<file path="src/rtl/debounce_multi.sv">
`default_nettype none
// +----------------------------------------------------------------------------+
// | Module      : debounce_multi                                               |
// | Description : Per-channel 2-flop synchroniser, saturating up/down          |
// |               integrator and hysteresis level with optional edge pulses.   |
// |               Optional feature macro: DEBOUNCE_EDGE_EN (rise/fall pulses). |
// | Revision    : 1.0 - initial release                                        |
// +----------------------------------------------------------------------------+
module debounce_multi #(
  parameter int CHANNELS = 4,
  parameter int CNT_MAX  = 1000000,
  parameter int HI_TH    = 750000,
  parameter int LO_TH    = 250000
) (
  input  logic                clk,
  input  logic                rst,
  input  logic [CHANNELS-1:0] btn,
  output logic [CHANNELS-1:0] level,
  output logic [CHANNELS-1:0] rise,
  output logic [CHANNELS-1:0] fall
);

  localparam int CW = $clog2(CNT_MAX + 1);

  localparam logic [CW-1:0] c_cnt_max = CW'(CNT_MAX);
  localparam logic [CW-1:0] c_hi      = CW'(HI_TH);
  localparam logic [CW-1:0] c_lo      = CW'(LO_TH);
  localparam logic [CW-1:0] c_one     = CW'(1);
  localparam logic [CW-1:0] c_zero    = CW'(0);

  localparam logic [0:0] c_st_low  = 1'b0;
  localparam logic [0:0] c_st_high = 1'b1;

  if (!((LO_TH >= 0) && (LO_TH < HI_TH) && (HI_TH <= CNT_MAX))) begin : g_param_check
    $error("debounce_multi: need 0 <= LO_TH < HI_TH <= CNT_MAX");
  end

  logic [CHANNELS-1:0] s1_q;
  logic [CHANNELS-1:0] s2_q;
  logic [CHANNELS-1:0] level_q;
  logic [CHANNELS-1:0] level_d;
  logic [CW-1:0]       cnt_q [CHANNELS];
  logic [CW-1:0]       cnt_d [CHANNELS];

  always_ff @(posedge clk or posedge rst) begin
    if (rst) begin
      s1_q <= '0;
      s2_q <= '0;
    end else begin
      s1_q <= btn;
      s2_q <= s1_q;
    end
  end

  // Level decisions use the registered count, giving one cycle behind the integrator.
  always_comb begin
    cnt_d   = cnt_q;
    level_d = level_q;
    for (int i = 0; i < CHANNELS; i++) begin
      if (s2_q[i]) begin
        if (cnt_q[i] < c_cnt_max) cnt_d[i] = cnt_q[i] + c_one;
      end else if (cnt_q[i] > c_zero) begin
        cnt_d[i] = cnt_q[i] - c_one;
      end

      case (level_q[i])
        c_st_low: if (cnt_q[i] >= c_hi) level_d[i] = c_st_high;
        default:  if (cnt_q[i] <= c_lo) level_d[i] = c_st_low;
      endcase
    end
  end

  always_ff @(posedge clk or posedge rst) begin
    if (rst) begin
      for (int i = 0; i < CHANNELS; i++) cnt_q[i] <= '0;
      level_q <= '0;
    end else begin
      cnt_q   <= cnt_d;
      level_q <= level_d;
    end
  end

  assign level = level_q;

`ifdef DEBOUNCE_EDGE_EN
  logic [CHANNELS-1:0] rise_q;
  logic [CHANNELS-1:0] fall_q;

  // Pulses register on the same edge as the level change they report.
  always_ff @(posedge clk or posedge rst) begin
    if (rst) begin
      rise_q <= '0;
      fall_q <= '0;
    end else begin
      rise_q <= level_d & ~level_q;
      fall_q <= ~level_d & level_q;
    end
  end

  assign rise = rise_q;
  assign fall = fall_q;
`else
  assign rise = '0;
  assign fall = '0;
`endif

endmodule
`default_nettype wire
</file>
<file path="config.mk">
export PLATFORM = sky130hd
export DESIGN_NAME = debounce_multi
export DESIGN_NICKNAME = d
export VERILOG_FILES = /design/src/rtl/debounce_multi.sv
export SDC_FILE = /design/constraint.sdc
export NUM_CORES = 1
export LEC_CHECK = 0
export ABC_CLOCK_PERIOD_IN_PS = 4390
export BUFFER_PORTS_ARGS = -buffer_cell sky130_fd_sc_hd__buf_2
export CAP_MARGIN = 20
export CORE_ASPECT_RATIO = 0.9
export CORE_MARGIN = 5
export CORE_UTILIZATION = 30
export CTS_BUF_LIST = sky130_fd_sc_hd__clkbuf_4
export DETAILED_ROUTE_END_ITERATION = 8
export MAX_ROUTING_LAYER = met4
export PLACE_DENSITY = 0.48
export SETUP_SLACK_MARGIN = 0.1
export SYNTH_ARGS = -nofsm -noshare
export SYNTH_HDL_FRONTEND = slang
export SYNTH_SLANG_ARGS = --single-unit
</file>
<file path="constraint.sdc">
create_clock -name clk -period 4.39 [get_ports clk]
set_input_delay 0.878 -clock clk [delete_from_list [all_inputs] [get_ports clk]]
set_output_delay 0.878 -clock clk [all_outputs]
set_load 0.005 [all_outputs]
</file>
==> results of run 1 <==
-- area by class of cell --
class / instances / area [sq um]
sequential: 92 / 2300
clock buffer: 9 / 67.6
multi-input combinational: 746 / 4920
fill: 2573 / 16400
tap: 308 / 385
inverter: 18 / 70.1
timing repair buffer: 13 / 103
antenna: 1 / 2.50
clock inverter: 6 / 65.1
-- cell families (layout without fill, tap and decap cells) --
group,after synthesis,count (layout),share of synthesized area
DFF,92,92,0.311
buffers and inverters,47,46,0.0309
muxes,7,7,0.0115
other,1,9,0.000506
AOI/OAI and AO/OA,319,319,0.264
adders and majority gates,76,76,0.132
xor gates and xnor gates,70,70,0.0827
and+or+nand+nor,266,266,0.168
-- stage by stage --
step / cell area, sq um / cells
3_5_place_dp: 7730 / 1175
4_1_cts: 7870 / 1190
5_1_grt: 7910 / 1193
3_3_place_gp: 7730 / 1175
2_1_floorplan: 7440 / 885
6_report: 7910 / 1193
-- power groups by stage --
stage	registers [uW]	clock network [uW]	logic, uW
after floorplan	1720	0	3160
after global placement	1930	0	3830
after detailed placement	1930	0	3820
after CTS	1910	529	3830
after global routing	1990	562	4380
final	1910	493	3830
-- flip-flops by register name (all words and copies together), names as in the netlist --
register / flops
s1_q: 4
level: 4
s2_q: 4
cnt_q: 80
-- worst min path at each step --
stage / end / from / slack [ns] / depth (start not counted)
2_1_floorplan: s2_q[0]$_DFF_PP0_ / s1_q[0]$_DFF_PP0_ / 0.33 / 0
3_3_place_gp: s2_q[0]$_DFF_PP0_ / s1_q[0]$_DFF_PP0_ / 0.34 / 0
3_5_place_dp: s2_q[0]$_DFF_PP0_ / s1_q[0]$_DFF_PP0_ / 0.34 / 0
4_1_cts: s2_q[3]$_DFF_PP0_ / s1_q[3]$_DFF_PP0_ / 0.36 / 0
5_1_grt: cnt_q[69]$_DFFE_PP0P_ / rst / 0.21 / 2
6_report: cnt_q[69]$_DFFE_PP0P_ / rst / 0.26 / 2
-- synth_stat cells, drive strengths merged, types with 7 or more instances --
master / instances
dfrtp: 92
xnor2: 40
buf: 15
o21a: 8
nor3: 24
a31oi: 11
a21o: 22
ha: 72
o31ai: 10
clkbuf: 14
o21ai: 117
xor2: 30
nand3: 15
a211oi: 19
a21oi: 78
o21bai: 7
o211ai: 13
inv: 18
nor2: 52
nor4: 15
nand4: 14
nand2: 113
-- per-layer routing --
metal	part of all wire	up-vias	track usage
li1	-	3258	-
met1	0.54	2955	0.192
met5	0	-	-
met2	0.42	60	0.190
met3	0.024	15	0.0256
met4	0.011	0	0.0283
-- critical path: stages (launching register included) --
cell,delay (ns)
dfrtp_1,0.44
inv_1,0.59
ha_1,0.44
a211oi_1,0.38
o211ai_1,0.23
a32oi_2,0.34
o21ai_1,0.17
a31oi_1,0.22
xor2_1,0.19
o21ai_0,0.09
-- layout by cell type, fill, tap and decap left out, drive strengths merged, types with 10 or more instances in the layout --
cell type and count:
xor2 30, inv 19, nand3 15, o31ai 10, o211ai 13, nand4 14, a21o 22, buf 13
ha 72, nor2 52, nand2 113, a21oi 78, nor4 15, nor3 24, dfrtp 92, a211oi 19
a31oi 11, o21ai 117, xnor2 40
==> flow_metrics.py, run 1 <==
metrics = {
    "status": {
        "status": "finished, final reports clean",
    },
    "pwr": {
        "p_sw_uw": 3030,
        "pwr-share-comb": 0.615,
        "p_leak_uw": 0.00313,
        "total_power_uw": 6230,
        "power_frac_clock": 0.079,
        "p_int_uw": 3200,
        "sequentialPowerShare": 0.306,
        "p_per_area_nw_per_um2": 787,
        "ir_worst_vdd_uv": 236,
        "switching_share": 0.486,
    },
    "placement": {
        "place_congestion": 0.798,
        "numPortBuffers": 9,
        "dp_hpwl_um": 12800,
        "dp_slack_ns": 1.24,
    },
    "clock_network": {
        "cts.repair.resized": 0,
        "numCtsBuffers": 9,
        "cts_tree": "yes",
        "holdBufCountCts": 0,
        "post-cts-setup-buffer-count": 0,
        "htreeDepth": 3,
        "cts-root-buf": "clkbuf_4",
        "clk-insertion-delay-late_ns": 0.48,
        "clk_pin_slew_ns": 0.16,
        "clockBufferDepth": 2,
        "cts.sinks": 92,
    },
    "floorplan": {
        "pin_count": 18,
        "fp.dieArea_sq_um": 28000,
        "dieHeight_um": 159,
        "core_area_sq_um": 24300,
        "fp-row-count": 54,
        "initial_core_util": 0.305,
        "die-width_um": 176,
    },
    "timing": {
        "fin_worst_skew_ns": 0.0149,
        "setup_viol": 0,
        "timing.final.ws_setup_ns": 1.18,
        "hold_viol_final": 0,
        "slew_headroom": 0.349,
        "timing.hold.ws_ns": 0.261,
        "max_freq_mhz": 311,
        "setup_tns_ns": 0,
        "rsz0062_at_grt": "false",
        "period_share": 0.731,
        "tightestPinTransition_ns": 0.975,
        "slew_viol_final": 0,
        "post-route-min-period_ns": 3.21,
    },
    "drt": {
        "vias_per_cell": 5.27,
        "wl_per_cell_um": 14.7,
        "vias": 6288,
        "ant_nets": 0,
        "drt_iter0_drc": 459,
        "wl_um": 17600,
        "drc": 0,
        "dr.pass1.iters": 4,
    },
    "cells_and_area": {
        "postLayoutCoreUtil": 0.325,
        "drive_gt1_frac": 0.0532,
        "final_net_count": 962,
        "syn_to_final_growth_pct": 6.72,
    },
    "synthesis": {
        "yosysSeqAreaShare": 0.311,
        "synth_seq_cells": 92,
        "syn_area_sq_um": 7410,
        "avgSynthCellArea_sq_um": 8.44,
        "synth_top_area_frac": 0.311,
        "synth_area_leaders": "dfrtp_1 (31%), ha_1 (12%), o21ai_0 (7.4%), nand2_1 (5.7%), a21oi_1 (5.3%)",
        "synthCells": 878,
        "synth_ff_type": "dfrtp_1",
        "async_reset_ff_frac": 1.00,
        "yosysTopAreaCell": "dfrtp_1",
        "ys_types": 66,
        "synth_edf_count": 0,
        "ys.warnings.count": 0,
    },
    "worst_setup_path": {
        "setup.worst_path.end": "cnt_q[76]$_DFFE_PP0P_",
        "r2r_setup_slack_ns": 1.18,
        "r2r_end": "cnt_q[76]$_DFFE_PP0P_",
        "start_kind": "flip-flop",
        "rr_worst_depth": 9,
        "cp_max_fo": 19,
        "crit_path_start": "s2_q[0]$_DFF_PP0_",
        "critical_path_class": "reg2reg",
        "cp.arrival_ns": 3.57,
        "cp-end-kind": "flip-flop",
        "r2r_start": "s2_q[0]$_DFF_PP0_",
        "cp_data_required_time_ns": 4.75,
    },
    "global_routing": {
        "grt_pass1_vias": 5956,
        "grt_max_degree": 74,
        "track_usage": 0.132,
        "antenna_found_initial": 1,
        "grt_overflow": 0,
        "grt_pass1_wl_um": 30300,
    },
    "hold_path": {
        "hold_path_class": "in2async",
    },
    "flow_run": {
        "drv_cap": 0,
    },
}
Note: power is estimated with default switching activity, not from simulation.
==> run 2, diff against run 1 <==
Settings changed: ABC_AREA set to 1, ABC_CLOCK_PERIOD_IN_PS 4390 to 2600, PLACE_DENSITY 0.48 to 0.5.
Clock period 4.39 ns to 2.6 ns, I/O delays scaled along.
==> run 2 against run 1 <==
Net effect:
- area after synthesis rose by 25%
- worst hold slack got worse by 0.14 ns
- clock-buffer cell count rose by 1
- clock skew rose by 0.0053 ns
- utilization fell by 0.17 points
- critical path depth rose by 1
- power rose by 96%
- sequential share of layout area fell by 6.0 points
- final cell count rose by 58%
- fmax rose by 43%
- clock power rose by 82%
- largest power group unchanged
==> flow_metrics.py, run 2 <==
metrics = {
    "worst_setup_path": {
        "r2r_end": "cnt_q[59]$_DFFE_PP0P_",
        "cp_max_fo": 20,
        "cp_data_required_time_ns": 2.99,
        "setup.worst_path.end": "cnt_q[59]$_DFFE_PP0P_",
        "cp-end-kind": "flip-flop",
        "critical_path_class": "reg2reg",
        "start_kind": "flip-flop",
        "cp.arrival_ns": 2.64,
        "r2r_setup_slack_ns": 0.35,
        "crit_path_start": "s2_q[1]$_DFF_PP0_",
        "rr_worst_depth": 10,
        "r2r_start": "s2_q[1]$_DFF_PP0_",
    },
    "pwr": {
        "ir_worst_vdd_uv": 382,
        "p_leak_uw": 0.00535,
        "p_per_area_nw_per_um2": 1220,
    },
    "placement": {
        "dp_slack_ns": 0.374,
        "place_congestion": 0.911,
        "place_area_sq_um": 9810,
        "dp_hpwl_um": 19000,
        "placed_cells": 1864,
        "numPortBuffers": 9,
    },
    "cells_and_area": {
        "layout_common_cells": "nand2_1 (515), inv_1 (203), nand3_1 (139)",
        "largest_reg_flops": 80,
        "fin_cells": 1882,
        "fill_cells": 3408,
        "final_net_count": 1548,
        "syn_to_final_growth_pct": 7.05,
        "drive_gt1_frac": 0.0741,
        "final_common_cell": "nand2_1",
        "final_area_sq_um": 9950,
        "top_register": "cnt_q",
    },
    "timing": {
        "fin_worst_skew_ns": 0.0202,
        "hold_viol_final": 0,
        "setup_tns_ns": 0,
        "tightestPinTransition_ns": 0.571,
        "max_freq_mhz": 444,
        "slew_viol_final": 0,
        "timing.hold.ws_ns": 0.121,
        "timing.final.ws_setup_ns": 0.350,
        "post-route-min-period_ns": 2.25,
        "rsz0062_at_grt": "false",
        "period_share": 0.865,
        "setup_viol": 0,
        "slew_headroom": 0.620,
    },
    "synthesis": {
        "synth_area_leaders": "dfrtp_1 (25%), nand2_1 (21%), ha_1 (9.7%), inv_1 (8.2%), nand3_1 (7.5%)",
        "synth_seq_cells": 92,
        "synthCells": 1450,
        "ys.warnings.count": 0,
        "syn_area_sq_um": 9300,
        "synth_top_area_frac": 0.248,
        "async_reset_ff_frac": 1.00,
        "synthTopCellsByCount": "nand2_1 (515), inv_1 (204), nand3_1 (139)",
        "synth_ff_type": "dfrtp_1",
        "yosysTopAreaCell": "dfrtp_1",
        "synth_edf_count": 0,
        "yosysMostFrequentCell": "nand2_1",
        "avgSynthCellArea_sq_um": 6.41,
        "ys_types": 40,
        "yosysSeqAreaShare": 0.248,
    },
    "global_routing": {
        "grt_pass1_vias": 8564,
        "grt_max_degree": 93,
        "antenna_found_initial": 1,
        "grt_overflow": 0,
        "grt_pass1_wl_um": 41900,
        "track_usage": 0.149,
    },
    "floorplan": {
        "die-width_um": 196,
        "core_area_sq_um": 30800,
        "pin_count": 18,
        "dieHeight_um": 177,
        "fp-row-count": 61,
        "fp.dieArea_sq_um": 34600,
        "initial_core_util": 0.302,
    },
    "flow_run": {
        "drv_cap": 0,
    },
    "drt": {
        "vias": 8751,
        "vias_per_cell": 4.65,
        "wl_um": 24300,
        "ant_nets": 0,
        "drc": 0,
        "drt_iter0_drc": 511,
        "dr.pass1.iters": 5,
        "wl_per_cell_um": 12.9,
    },
    "clock_network": {
        "clk_pin_slew_ns": 0.17,
        "post-cts-setup-buffer-count": 0,
        "clk-insertion-delay-late_ns": 0.49,
        "cts_tree": "yes",
        "cts.sinks": 92,
        "cts.repair.resized": 0,
        "holdBufCountCts": 0,
        "numCtsBuffers": 9,
        "clockBufferDepth": 2,
        "cts-root-buf": "clkbuf_4",
        "htreeDepth": 3,
    },
    "status": {
        "status": "finished, final reports clean",
    },
    "hold_path": {
        "hold_path_class": "in2reg",
    },
}
-- run 2: cell types whose count changed after synthesis, sizes merged, moves of 22 or more --
| cell | delta |
|---|---|
| nand3 | +148 |
| inv | +193 |
| nor2 | +68 |
| o21ai | -60 |
| a21o | -22 |
| nand2 | +413 |
| xnor2 | -31 |
-- run 2: cell families (layout without fill, tap and decap cells) --
group / after synthesis / in the layout / share of synthesized area
simple gates: 880 / 880 / 0.424
compound gates: 136 / 136 / 0.0856
buf+inv: 227 / 241 / 0.101
other cells: 1 / 10 / 0.000403
fa+ha+maj: 76 / 76 / 0.106
flops: 92 / 92 / 0.248
xor+xnor: 38 / 38 / 0.0358
-- run 2: final cells by class --
type | count | area, sq um | area share
Multi-Input combinational cell | 1138 | 6080 | 0.611
Clock inverter | 6 | 65.1 | 0.00654
Antenna cell | 2 | 5.00 | 0.000503
Tap cell | 409 | 512 | 0.0514
Clock buffer | 10 | 75.1 | 0.00754
Inverter | 211 | 796 | 0.0799
Sequential cell | 92 | 2300 | 0.231
Timing Repair Buffer | 14 | 120 | 0.0121
-- run 2: routing by layer --
layer	track usage	routed length [um]	vias up
met5	-	0	-
met4	0.0314	272	0
met3	0.0188	586	20
met2	0.237	10600	91
met1	0.206	12800	3970
li1	-	-	4670
-- run 2: worst max-delay path, stage by stage, from the launching register on --
cell and delay, ns:
dfrtp_1 0.49, inv_1 0.08, buf_4 0.28, ha_1 0.34
a21oi_1 0.29, and2_1 0.24, nand2_1 0.07, nand2_1 0.10
nand4_1 0.10, nand3_2 0.09, nand2_1 0.05
-- run 2: where the power goes --
| part | total [uW] | internal [uW] | switching, uW |
|---|---|---|---|
| Combinational | 8220 | 3070 | 5150 |
| Sequential | 3080 | 2150 | 931 |
| Clock | 898 | 302 | 596 |
| Total | 12200 | 5520 | 6670 |
-- run 2: worst min-delay path by stage --
stage / startpoint / to / slack, ns / cells after the start
2_1_floorplan: s1_q[0]$_DFF_PP0_ / s2_q[0]$_DFF_PP0_ / 0.33 / 0
3_3_place_gp: s1_q[1]$_DFF_PP0_ / s2_q[1]$_DFF_PP0_ / 0.34 / 0
3_5_place_dp: s1_q[1]$_DFF_PP0_ / s2_q[1]$_DFF_PP0_ / 0.34 / 0
4_1_cts: btn[2] / s1_q[2]$_DFF_PP0_ / 0.06 / 1
5_1_grt: btn[2] / s1_q[2]$_DFF_PP0_ / 0.06 / 1
6_report: btn[2] / s1_q[2]$_DFF_PP0_ / 0.12 / 1
-- run 2: metrics by stage --
| stage | power, uW | utilization |
|---|---|---|
| final | 12200 | 0.324 |
| after global routing | 13700 | 0.324 |
| after CTS | 12300 | 0.323 |
| after detailed placement | 11300 | 0.319 |
| after global placement | 11300 | 0.319 |
| after floorplan | 9410 | - |
